### config.mk
export PLATFORM = sky130hd
export DESIGN_NAME = fpu_arbiter
export DESIGN_NICKNAME = d
export VERILOG_FILES = /design/src/rtl/fpu_pkg.sv /design/src/rtl/fpu_arbiter_rr_arbiter.sv /design/src/rtl/fpu_arbiter.sv
export SDC_FILE = /design/constraint.sdc
export NUM_CORES = 1
export LEC_CHECK = 0
export CAP_MARGIN = 20
export CORE_AREA = 3 3 163 165
export DETAILED_ROUTE_END_ITERATION = 12
export DIE_AREA = 0 0 166 168
export GPL_TIMING_DRIVEN = 0
export PLACE_DENSITY = 0.64
export REMOVE_ABC_BUFFERS = 1
export SLEW_MARGIN = 20
export SYNTH_ARGS = -nofsm -noshare
export SYNTH_HDL_FRONTEND = slang
export SYNTH_HIERARCHICAL = 1
export SYNTH_SLANG_ARGS = --single-unit
### constraint.sdc
create_clock -name clock -period 6.3 [get_ports clock]
set_input_delay 1.26 -clock clock [delete_from_list [all_inputs] [get_ports clock]]
set_output_delay 1.26 -clock clock [all_outputs]
set_load 0.01 [all_outputs]
### src/rtl/fpu_pkg.sv
// Shared definitions for the fpu sharing arbiter: command codes, default widths, FSM states.
// Latency: n/a (declarations only).
// Backpressure: n/a (declarations only).
package fpu_pkg;

    localparam int DEF_WIDTH     = 32;
    localparam int DEF_CMD_WIDTH = 4;

    localparam logic [DEF_CMD_WIDTH-1:0] FPU_CMD_ADD  = 4'd0;
    localparam logic [DEF_CMD_WIDTH-1:0] FPU_CMD_SUB  = 4'd1;
    localparam logic [DEF_CMD_WIDTH-1:0] FPU_CMD_MUL  = 4'd2;
    localparam logic [DEF_CMD_WIDTH-1:0] FPU_CMD_DIV  = 4'd3;
    localparam logic [DEF_CMD_WIDTH-1:0] FPU_CMD_SQRT = 4'd4;

    typedef enum logic [1:0] {
        ST_IDLE = 2'd0,
        ST_LOAD = 2'd1,
        ST_RUN  = 2'd2,
        ST_RESP = 2'd3
    } state_t;

endpackage

### src/rtl/fpu_arbiter_rr_arbiter.sv
// Round-robin picker: one-hot grant plus binary index, searching upward from ptr with wrap.
// Latency: purely combinational, zero cycles.
// Backpressure: none; the caller qualifies the grant with its own ready condition.
// Ports: req (pending requests), ptr (highest-priority index), grant (one-hot), grant_idx (binary).
module rr_arbiter
    import fpu_pkg::*;
#(
    parameter int REQUESTERS = 4,
    parameter int IDXW       = (REQUESTERS > 1) ? $clog2(REQUESTERS) : 1
) (
    input  logic [REQUESTERS-1:0] req,
    input  logic [IDXW-1:0]       ptr,
    output logic [REQUESTERS-1:0] grant,
    output logic [IDXW-1:0]       grant_idx
);

    localparam logic [IDXW:0] NREQ = (IDXW+1)'(REQUESTERS);

    logic [IDXW:0]   sum;
    logic [IDXW-1:0] cand;
    logic            found;

    always_comb begin
        grant     = '0;
        grant_idx = '0;
        found     = 1'b0;
        sum       = '0;
        cand      = '0;
        for (int off = 0; off < REQUESTERS; off++) begin
            // candidate = (ptr + off) mod REQUESTERS, one extra bit avoids overflow
            sum = {1'b0, ptr} + (IDXW+1)'(off);
            if (sum >= NREQ) begin
                sum = sum - NREQ;
            end
            cand = sum[IDXW-1:0];
            if (!found && req[cand]) begin
                grant[cand] = 1'b1;
                grant_idx   = cand;
                found       = 1'b1;
            end
        end
    end

endmodule

### src/rtl/fpu_arbiter.sv
// Shares one fpu between REQUESTERS clients (round-robin), with a watchdog error response.
// Latency: grant t -> LOAD t+1 -> RUN t+2; fpu_done at d -> resp_valid at d+1.
// Backpressure: req_ready only in IDLE; one operation in flight, no response backpressure.
// Ports: req_* client request side, resp_* one-hot response pulse, busy status, fpu_* datapath side.
module fpu_arbiter
    import fpu_pkg::*;
#(
    parameter int REQUESTERS = 4,
    parameter int WIDTH      = DEF_WIDTH,
    parameter int CMD_WIDTH  = DEF_CMD_WIDTH,
    parameter int TIMEOUT    = 64
) (
    input  logic                             clock,
    input  logic                             reset,
    input  logic [REQUESTERS-1:0]            req_valid,
    output logic [REQUESTERS-1:0]            req_ready,
    input  logic [REQUESTERS*CMD_WIDTH-1:0]  req_command,
    input  logic [REQUESTERS*WIDTH-1:0]      req_first,
    input  logic [REQUESTERS*WIDTH-1:0]      req_second,
    output logic [REQUESTERS-1:0]            resp_valid,
    output logic [WIDTH-1:0]                 resp_result,
    output logic                             resp_error,
    output logic                             busy,
    output logic [CMD_WIDTH-1:0]             fpu_command,
    output logic [WIDTH-1:0]                 fpu_first,
    output logic [WIDTH-1:0]                 fpu_second,
    output logic                             fpu_reset,
    input  logic                             fpu_done,
    input  logic [WIDTH-1:0]                 fpu_result
);

    localparam int              IDXW     = (REQUESTERS > 1) ? $clog2(REQUESTERS) : 1;
    localparam int              CNTW     = $clog2(TIMEOUT + 1);
    localparam logic [IDXW-1:0] LAST_IDX = IDXW'(REQUESTERS - 1);
    localparam logic [CNTW-1:0] CNT_LAST = CNTW'(TIMEOUT - 1);

    state_t                  state_q, state_d;
    logic [IDXW-1:0]         ptr_q, ptr_d;
    logic [IDXW-1:0]         owner_q, owner_d;
    logic [CMD_WIDTH-1:0]    cmd_q, cmd_d;
    logic [WIDTH-1:0]        first_q, first_d;
    logic [WIDTH-1:0]        second_q, second_d;
    logic [CNTW-1:0]         wdog_q, wdog_d;
    logic [REQUESTERS-1:0]   resp_valid_q, resp_valid_d;
    logic [WIDTH-1:0]        resp_result_q, resp_result_d;
    logic                    resp_error_q, resp_error_d;
    logic                    busy_q, busy_d;
    logic                    fpu_reset_q, fpu_reset_d;

    logic [REQUESTERS-1:0]   grant;
    logic [IDXW-1:0]         grant_idx;
    logic                    handshake;
    logic [CMD_WIDTH-1:0]    sel_cmd;
    logic [WIDTH-1:0]        sel_first;
    logic [WIDTH-1:0]        sel_second;

    rr_arbiter #(
        .REQUESTERS (REQUESTERS),
        .IDXW       (IDXW)
    ) u_rr (
        .req       (req_valid),
        .ptr       (ptr_q),
        .grant     (grant),
        .grant_idx (grant_idx)
    );

    assign req_ready = (state_q == ST_IDLE) ? grant : '0;
    assign handshake = |(req_valid & req_ready);

    // AND-OR payload mux keyed by the one-hot grant
    always_comb begin
        sel_cmd    = '0;
        sel_first  = '0;
        sel_second = '0;
        for (int i = 0; i < REQUESTERS; i++) begin
            if (grant[i]) begin
                sel_cmd    = req_command[i*CMD_WIDTH +: CMD_WIDTH];
                sel_first  = req_first[i*WIDTH +: WIDTH];
                sel_second = req_second[i*WIDTH +: WIDTH];
            end
        end
    end

    always_comb begin
        state_d       = state_q;
        ptr_d         = ptr_q;
        owner_d       = owner_q;
        cmd_d         = cmd_q;
        first_d       = first_q;
        second_d      = second_q;
        wdog_d        = wdog_q;
        resp_valid_d  = '0;
        resp_result_d = resp_result_q;
        resp_error_d  = resp_error_q;
        busy_d        = busy_q;
        fpu_reset_d   = fpu_reset_q;
        case (state_q)
            ST_IDLE: begin
                if (handshake) begin
                    state_d     = ST_LOAD;
                    owner_d     = grant_idx;
                    cmd_d       = sel_cmd;
                    first_d     = sel_first;
                    second_d    = sel_second;
                    ptr_d       = (grant_idx == LAST_IDX) ? '0 : grant_idx + 1'b1;
                    busy_d      = 1'b1;
                    fpu_reset_d = 1'b1;
                end
            end
            ST_LOAD: begin
                // operands are already stable on fpu_*; release fpu reset next cycle
                state_d     = ST_RUN;
                wdog_d      = '0;
                fpu_reset_d = 1'b0;
            end
            ST_RUN: begin
                if (fpu_done) begin
                    state_d               = ST_RESP;
                    resp_valid_d[owner_q] = 1'b1;
                    resp_result_d         = fpu_result;
                    resp_error_d          = 1'b0;
                    fpu_reset_d           = 1'b1;
                end else if (wdog_q == CNT_LAST) begin
                    // this would be the TIMEOUT-th RUN cycle without done
                    state_d               = ST_RESP;
                    resp_valid_d[owner_q] = 1'b1;
                    resp_result_d         = '0;
                    resp_error_d          = 1'b1;
                    fpu_reset_d           = 1'b1;
                end else begin
                    wdog_d = wdog_q + 1'b1;
                end
            end
            ST_RESP: begin
                state_d     = ST_IDLE;
                busy_d      = 1'b0;
                fpu_reset_d = 1'b1;
            end
            default: begin
                state_d = ST_IDLE;
            end
        endcase
    end

    always_ff @(posedge clock) begin
        if (reset) begin
            state_q       <= ST_IDLE;
            ptr_q         <= '0;
            owner_q       <= '0;
            cmd_q         <= '0;
            first_q       <= '0;
            second_q      <= '0;
            wdog_q        <= '0;
            resp_valid_q  <= '0;
            resp_result_q <= '0;
            resp_error_q  <= 1'b0;
            busy_q        <= 1'b0;
            fpu_reset_q   <= 1'b1;
        end else begin
            state_q       <= state_d;
            ptr_q         <= ptr_d;
            owner_q       <= owner_d;
            cmd_q         <= cmd_d;
            first_q       <= first_d;
            second_q      <= second_d;
            wdog_q        <= wdog_d;
            resp_valid_q  <= resp_valid_d;
            resp_result_q <= resp_result_d;
            resp_error_q  <= resp_error_d;
            busy_q        <= busy_d;
            fpu_reset_q   <= fpu_reset_d;
        end
    end

    assign resp_valid  = resp_valid_q;
    assign resp_result = resp_result_q;
    assign resp_error  = resp_error_q;
    assign busy        = busy_q;
    assign fpu_command = cmd_q;
    assign fpu_first   = first_q;
    assign fpu_second  = second_q;
    assign fpu_reset   = fpu_reset_q;

endmodule

# Yosys cells after proc, flatten, opt, wreduce, memory -nomap -nowiden
# Cells that the tools add are included.
[classes]
n_eq_ne = 9
order_cmp = 14
addsub = 9
n_reduce_logical = 22
bitwise = 5
n_mux = 64
[ops]
columns = ["cell", "n"]
rows = [
  ["32-bit 2-to-1 mux", 10],
  ["4-bit 2-to-1 mux", 11],
  ["2-bit 2-to-1 mux", 12],
  ["1-bit 2-to-1 mux", 16],
  ["2-bit by 3-bit < comparator with 1-bit output, second input constant", 5],
  ["7-bit 2-to-1 mux", 2],
  ["7-bit case mux with 2 select lines", 1],
  ["4-bit bitwise OR", 3],
  ["1-bit demux with 2-bit select", 5],
  ["2-bit by 1-bit >= comparator with 1-bit output, second input constant", 5],
  ["3-bit >= comparator, second input constant", 3],
  ["1-bit binary-select mux with 2-bit select", 4],
  ["1-bit logical AND", 8],
  ["2-bit case mux with 4 select lines", 1],
  ["2-bit AND reduction", 4],
  ["2-bit by 1-bit subtractor with 2-bit output, second input constant", 4],
  ["7-bit by 1-bit adder with 7-bit output, second input constant", 1],
  ["7-bit by 6-bit equality test with 1-bit output, second input constant", 1],
  ["2-bit by 2-bit adder with 3-bit output, second input constant", 2],
  ["2-bit equality test, second input constant", 3],
  ["2-bit != test, second input constant", 3],
  ["2-bit nonzero test", 3],
  ["4-bit AND", 1],
  ["1-bit case mux with 4 select lines", 1],
  ["other kinds (12)", 14],
]
[totals]
ff_bits = 120
word_cells = 135
in_bits = 311
output_inout_bits = 111

# Longest topological paths before layout
[depth]
word_depth = 19
mapped_depth = 14
mapped_depth_nobuf = 10

# By module
# Netlist, hierarchy kept.
[modules_own_cells]
columns = ["module", "cells_per_inst", "seq_area_each_um2", "area_per_inst_um2", "n_inst"]
rows = [
  ["fpu_arbiter", 729, 2402.3, 6397.4, 1],
  ["rr_arbiter", 48, 0.0, 404.1, 1],
]

# Worst setup path before layout
# No wires, ideal clock.
[synth_timing]
path_type = "input -> output"
from = "in req_valid[2]"
to = "out req_ready[3]"
path_slack_ps = 1808
n_path_buf = 2
arrival_time_ps = 3232
t_required_ps = 5040
stages = 7
cell_sequence = "mux4_2 nor4b_4 a22oi_1 o21ai_0 buf_2 buf_1 and2_1"
[synth_between]
elab_chain_len = 13
word_cells_on_any_way = 25
classes_between = "mux (16); bitwise (3); reduce/logical (6)"
[synth_rtl]
columns = ["element", "line", "text"]
rows = [
  ["start, declared", "fpu_arbiter.sv:15", "input logic [REQUESTERS-1:0] req_valid,"],
  ["1-bit binary-select mux with 2-bit select", "fpu_arbiter_rr_arbiter.sv:36", "if (!found && req[cand]) begin"],
  ["1-bit 2-to-1 mux (implied by the code)", "fpu_arbiter_rr_arbiter.sv:36", ""],
  ["1-bit 2-to-1 mux", "fpu_arbiter_rr_arbiter.sv:36", ""],
  ["1-bit zero test", "fpu_arbiter_rr_arbiter.sv:36", ""],
  ["1-bit logical AND", "fpu_arbiter_rr_arbiter.sv:36", ""],
  ["1-bit 2-to-1 mux", "fpu_arbiter_rr_arbiter.sv:36", ""],
  ["1-bit zero test", "fpu_arbiter_rr_arbiter.sv:36", ""],
  ["1-bit logical AND", "fpu_arbiter_rr_arbiter.sv:36", ""],
  ["1-bit 2-to-1 mux", "fpu_arbiter_rr_arbiter.sv:36", ""],
  ["1-bit zero test", "fpu_arbiter_rr_arbiter.sv:36", ""],
  ["1-bit logical AND", "fpu_arbiter_rr_arbiter.sv:36", ""],
  ["4-bit 2-to-1 mux (*)", "fpu_arbiter_rr_arbiter.sv:36", ""],
  ["named net grant[3]", "fpu_arbiter.sv:50", "logic [REQUESTERS-1:0] grant;"],
  ["4-bit 2-to-1 mux (*)", "fpu_arbiter.sv:67", "assign req_ready = (state_q == ST_IDLE) ? grant : '0;"],
  ["end, declared", "fpu_arbiter.sv:16", "output logic [REQUESTERS-1:0] req_ready,"],
]
# The timed path passes the listed nets; every way through them passes the cells marked *. The select of a mux whose other input is x is not followed.

# Worst setup path in the final report
# Same ends and word-level chain as after synthesis.

==> flow_summary.json <==
{
  "numClockSinks": 120,
  "holdBufCountCts": 0,
  "whs_ns": 0.475,
  "placed_area_mm2": 0.0116,
  "synth_edf_count": 0,
  "grt_util_all_layers": 0.195,
  "grt_setup_unrepaired": "no",
  "ys_warn_count": 6,
  "syn_to_final_growth_pct": 79.4,
  "ys_seq_area_frac": 0.353,
  "ys.flop_type": "dfxtp_1",
  "power_leakage_nw": 4.66,
  "design_area_mm2": 0.0122,
  "post-cts-setup-buffers": 0,
  "arrival_ns": 4.40,
  "path_max_fanout": 18,
  "start_util": 0.270,
  "worst_pin_slew_ns": 0.875,
  "layout_setup_ws_ns": 0.639,
  "die_h_um": 168,
  "synth_cell_types": 53,
  "switchingPower_mw": 2.42,
  "ant_nets": 0,
  "core_area_mm2": 0.0252,
  "syn-cell-area_mm2": 0.00680,
  "totalWireLength_um": 28500,
  "cts_root_buf": "clkbuf_16",
  "clk_latency_ns": 0.42,
  "r2r_start": "ptr_q[0]",
  "synth_top_area_frac": 0.353,
  "overflow": 0,
  "die_x_um": 166,
  "hold_viol": 0,
  "cp_data_required_time_ns": 5.04,
  "rows": 58,
  "wire_per_inst_um": 19.0,
  "grt_pass1_vias": 7553,
  "internal_power_mw": 3.31,
  "fin_skew_ns": 0.0124,
  "diodes": 0,
  "nNetsFinal": 1481,
  "worst-setup-path-type": "input pin to output pin",
  "cts_resized": 0,
  "yosys_register_bits": 120,
  "portBuffers": 421,
  "utilization": 0.485,
  "avgSynthCellArea_um2": 8.75,
  "drv_slew": 0,
  "finalNonFillerCells": 1501,
  "maxCapViolCount": 0,
  "startpoint": "req_valid[2]",
  "drive_above_1_share": 0.0956,
  "clkTransAtPathRegs_ns": 0.07,
  "period_needed_ns": 5.66,
  "ios": 422,
  "drtIter0Drc": 319,
  "start_kind": "input pin",
  "slew-limit-headroom": 0.413,
  "async_flop_share": 0,
  "fmax_ghz": 0.177,
  "cts_tree": "built",
  "grt_antenna_before_repair": 0,
  "vias": 7611,
  "synth.top_cells.by_area": "dfxtp_1 35%, a221o_1 9.7%, a221oi_2 8.8%",
  "nFillCells": 2412,
  "finalPower_mw": 5.73,
  "vias_per_cell": 5.07,
  "power.density_mw_per_mm2": 470,
  "clk_path_buf_depth": 2,
  "drtPass1Iterations": 4,
  "htree_num_levels": 4,
  "dpl.cell_count": 1469,
  "hold_path_class": "register to register",
  "min_from": "resp_result[23]",
  "die_area_mm2": 0.0279,
  "yosys.area.top_type": "dfxtp_1",
  "setup-violations-final": 0,
  "status": "finished, final reports clean",
  "grt_pass1_wl_um": 43400,
  "fin_setup_tns_ns": 0,
  "seqPwrFrac": 0.193,
  "power_frac_comb": 0.637,
  "pre_cts_ws_ns": 0.665,
  "p_sw_frac": 0.423,
  "grt_max_degree": 46,
  "endpoint_kind": "output pin",
  "peakVddDrop_v": 0.000212,
  "globalplace.congestion": 0.795,
  "clkPwrFrac": 0.170,
  "synth_cells": 777,
  "hpwl_um": 22000,
  "period_share": 0.899,
  "drcViolationCount": 0,
  "numCtsBuffers": 17
}
## synthesized netlist by cell type (all sizes together), types with 2 or more instances
| cell type | n |
|---|---|
| dfxtp | 120 |
| a21oi | 83 |
| nor2 | 76 |
| inv | 74 |
| nor3 | 72 |
| a221oi | 68 |
| a221o | 66 |
| clkbuf | 49 |
| a22o | 33 |
| buf | 32 |
| ha | 12 |
| nand2 | 12 |
| o21ai | 12 |
| a22oi | 10 |
| and2 | 6 |
| nand3 | 6 |
| nor2b | 5 |
| mux4 | 4 |
| o31ai | 4 |
| or3 | 4 |
| nand2b | 3 |
| nor3b | 3 |
| a211oi | 2 |
| and3 | 2 |
## final timing paths
| path | cells past startpoint | to | slack (ns) |
|---|---|---|---|
| max | 7 | req_ready[3] | 0.64 |
| min | 1 | resp_result[23] | 0.47 |
| min reg2reg | 1 | resp_result[23] | 0.47 |
| max reg2reg | 12 | fpu_second[6] | 1.74 |
## flip-flops by register name (all words and copies together) (netlist names)
name / flops
fpu_first: 32
fpu_second: 32
resp_result: 32
wdog_q: 7
fpu_command: 4
resp_valid: 4
owner_q: 2
ptr_q: 2
state_q: 2
busy: 1
fpu_reset: 1
resp_error: 1
## cell families (layout without fill, tap and decap cells)
family	after synthesis	count (layout)	synth area share
compound gates	285	285	0.363
flops	120	120	0.353
buf+inv	155	549	0.102
fa+ha+maj	12	12	0.0221
mux	6	6	0.0164
simple gates	199	199	0.143
## final cells by class
class / instances / area [um^2] / area share
Inverter: 74 / 278 / 0.0228
Timing Repair Buffer: 443 / 4760 / 0.390
Multi-Input combinational cell: 502 / 3770 / 0.309
Sequential cell: 120 / 2400 / 0.197
Clock inverter: 15 / 156 / 0.0128
Clock buffer: 17 / 425 / 0.0349
Tap cell: 330 / 413 / 0.0338
## worst max-delay path, cell delays in order
cell	delay [ns]
clkdlybuf4s50_1	0.53
mux4_2	0.64
nor2b_1	0.34
a22oi_1	0.18
o21ai_4	0.67
and2_1	0.24
clkdlybuf4s50_1	0.55
## cells in the final DEF (no fill, tap or decap), types with 28 or more instances in the layout
master,instances
a21oi_1,82
a221o_1,66
dfxtp_1,120
nor2_1,76
a221oi_2,40
nor3_1,72
inv_1,74
a221oi_1,28
clkdlybuf4s50_1,420
a22o_1,33
## power groups by stage
stage	Combinational [mW]	Sequential (mW)	Clock [mW]
floorplan	2.27	1.20	0
global placement	3.80	1.14	0
detailed placement	3.67	1.12	0
CTS	3.69	1.11	1.01
global route	3.98	1.14	1.04
finish	3.65	1.11	0.975
## layer usage
metal	global-route usage	routed length, um	up-vias
met4	0.0495	419	0
met3	0.0650	2260	22
met2	0.343	14300	311
met1	0.229	11600	3571
li1	-	-	3707
met5	0	0	-
(Power assumes the default switching activity.)
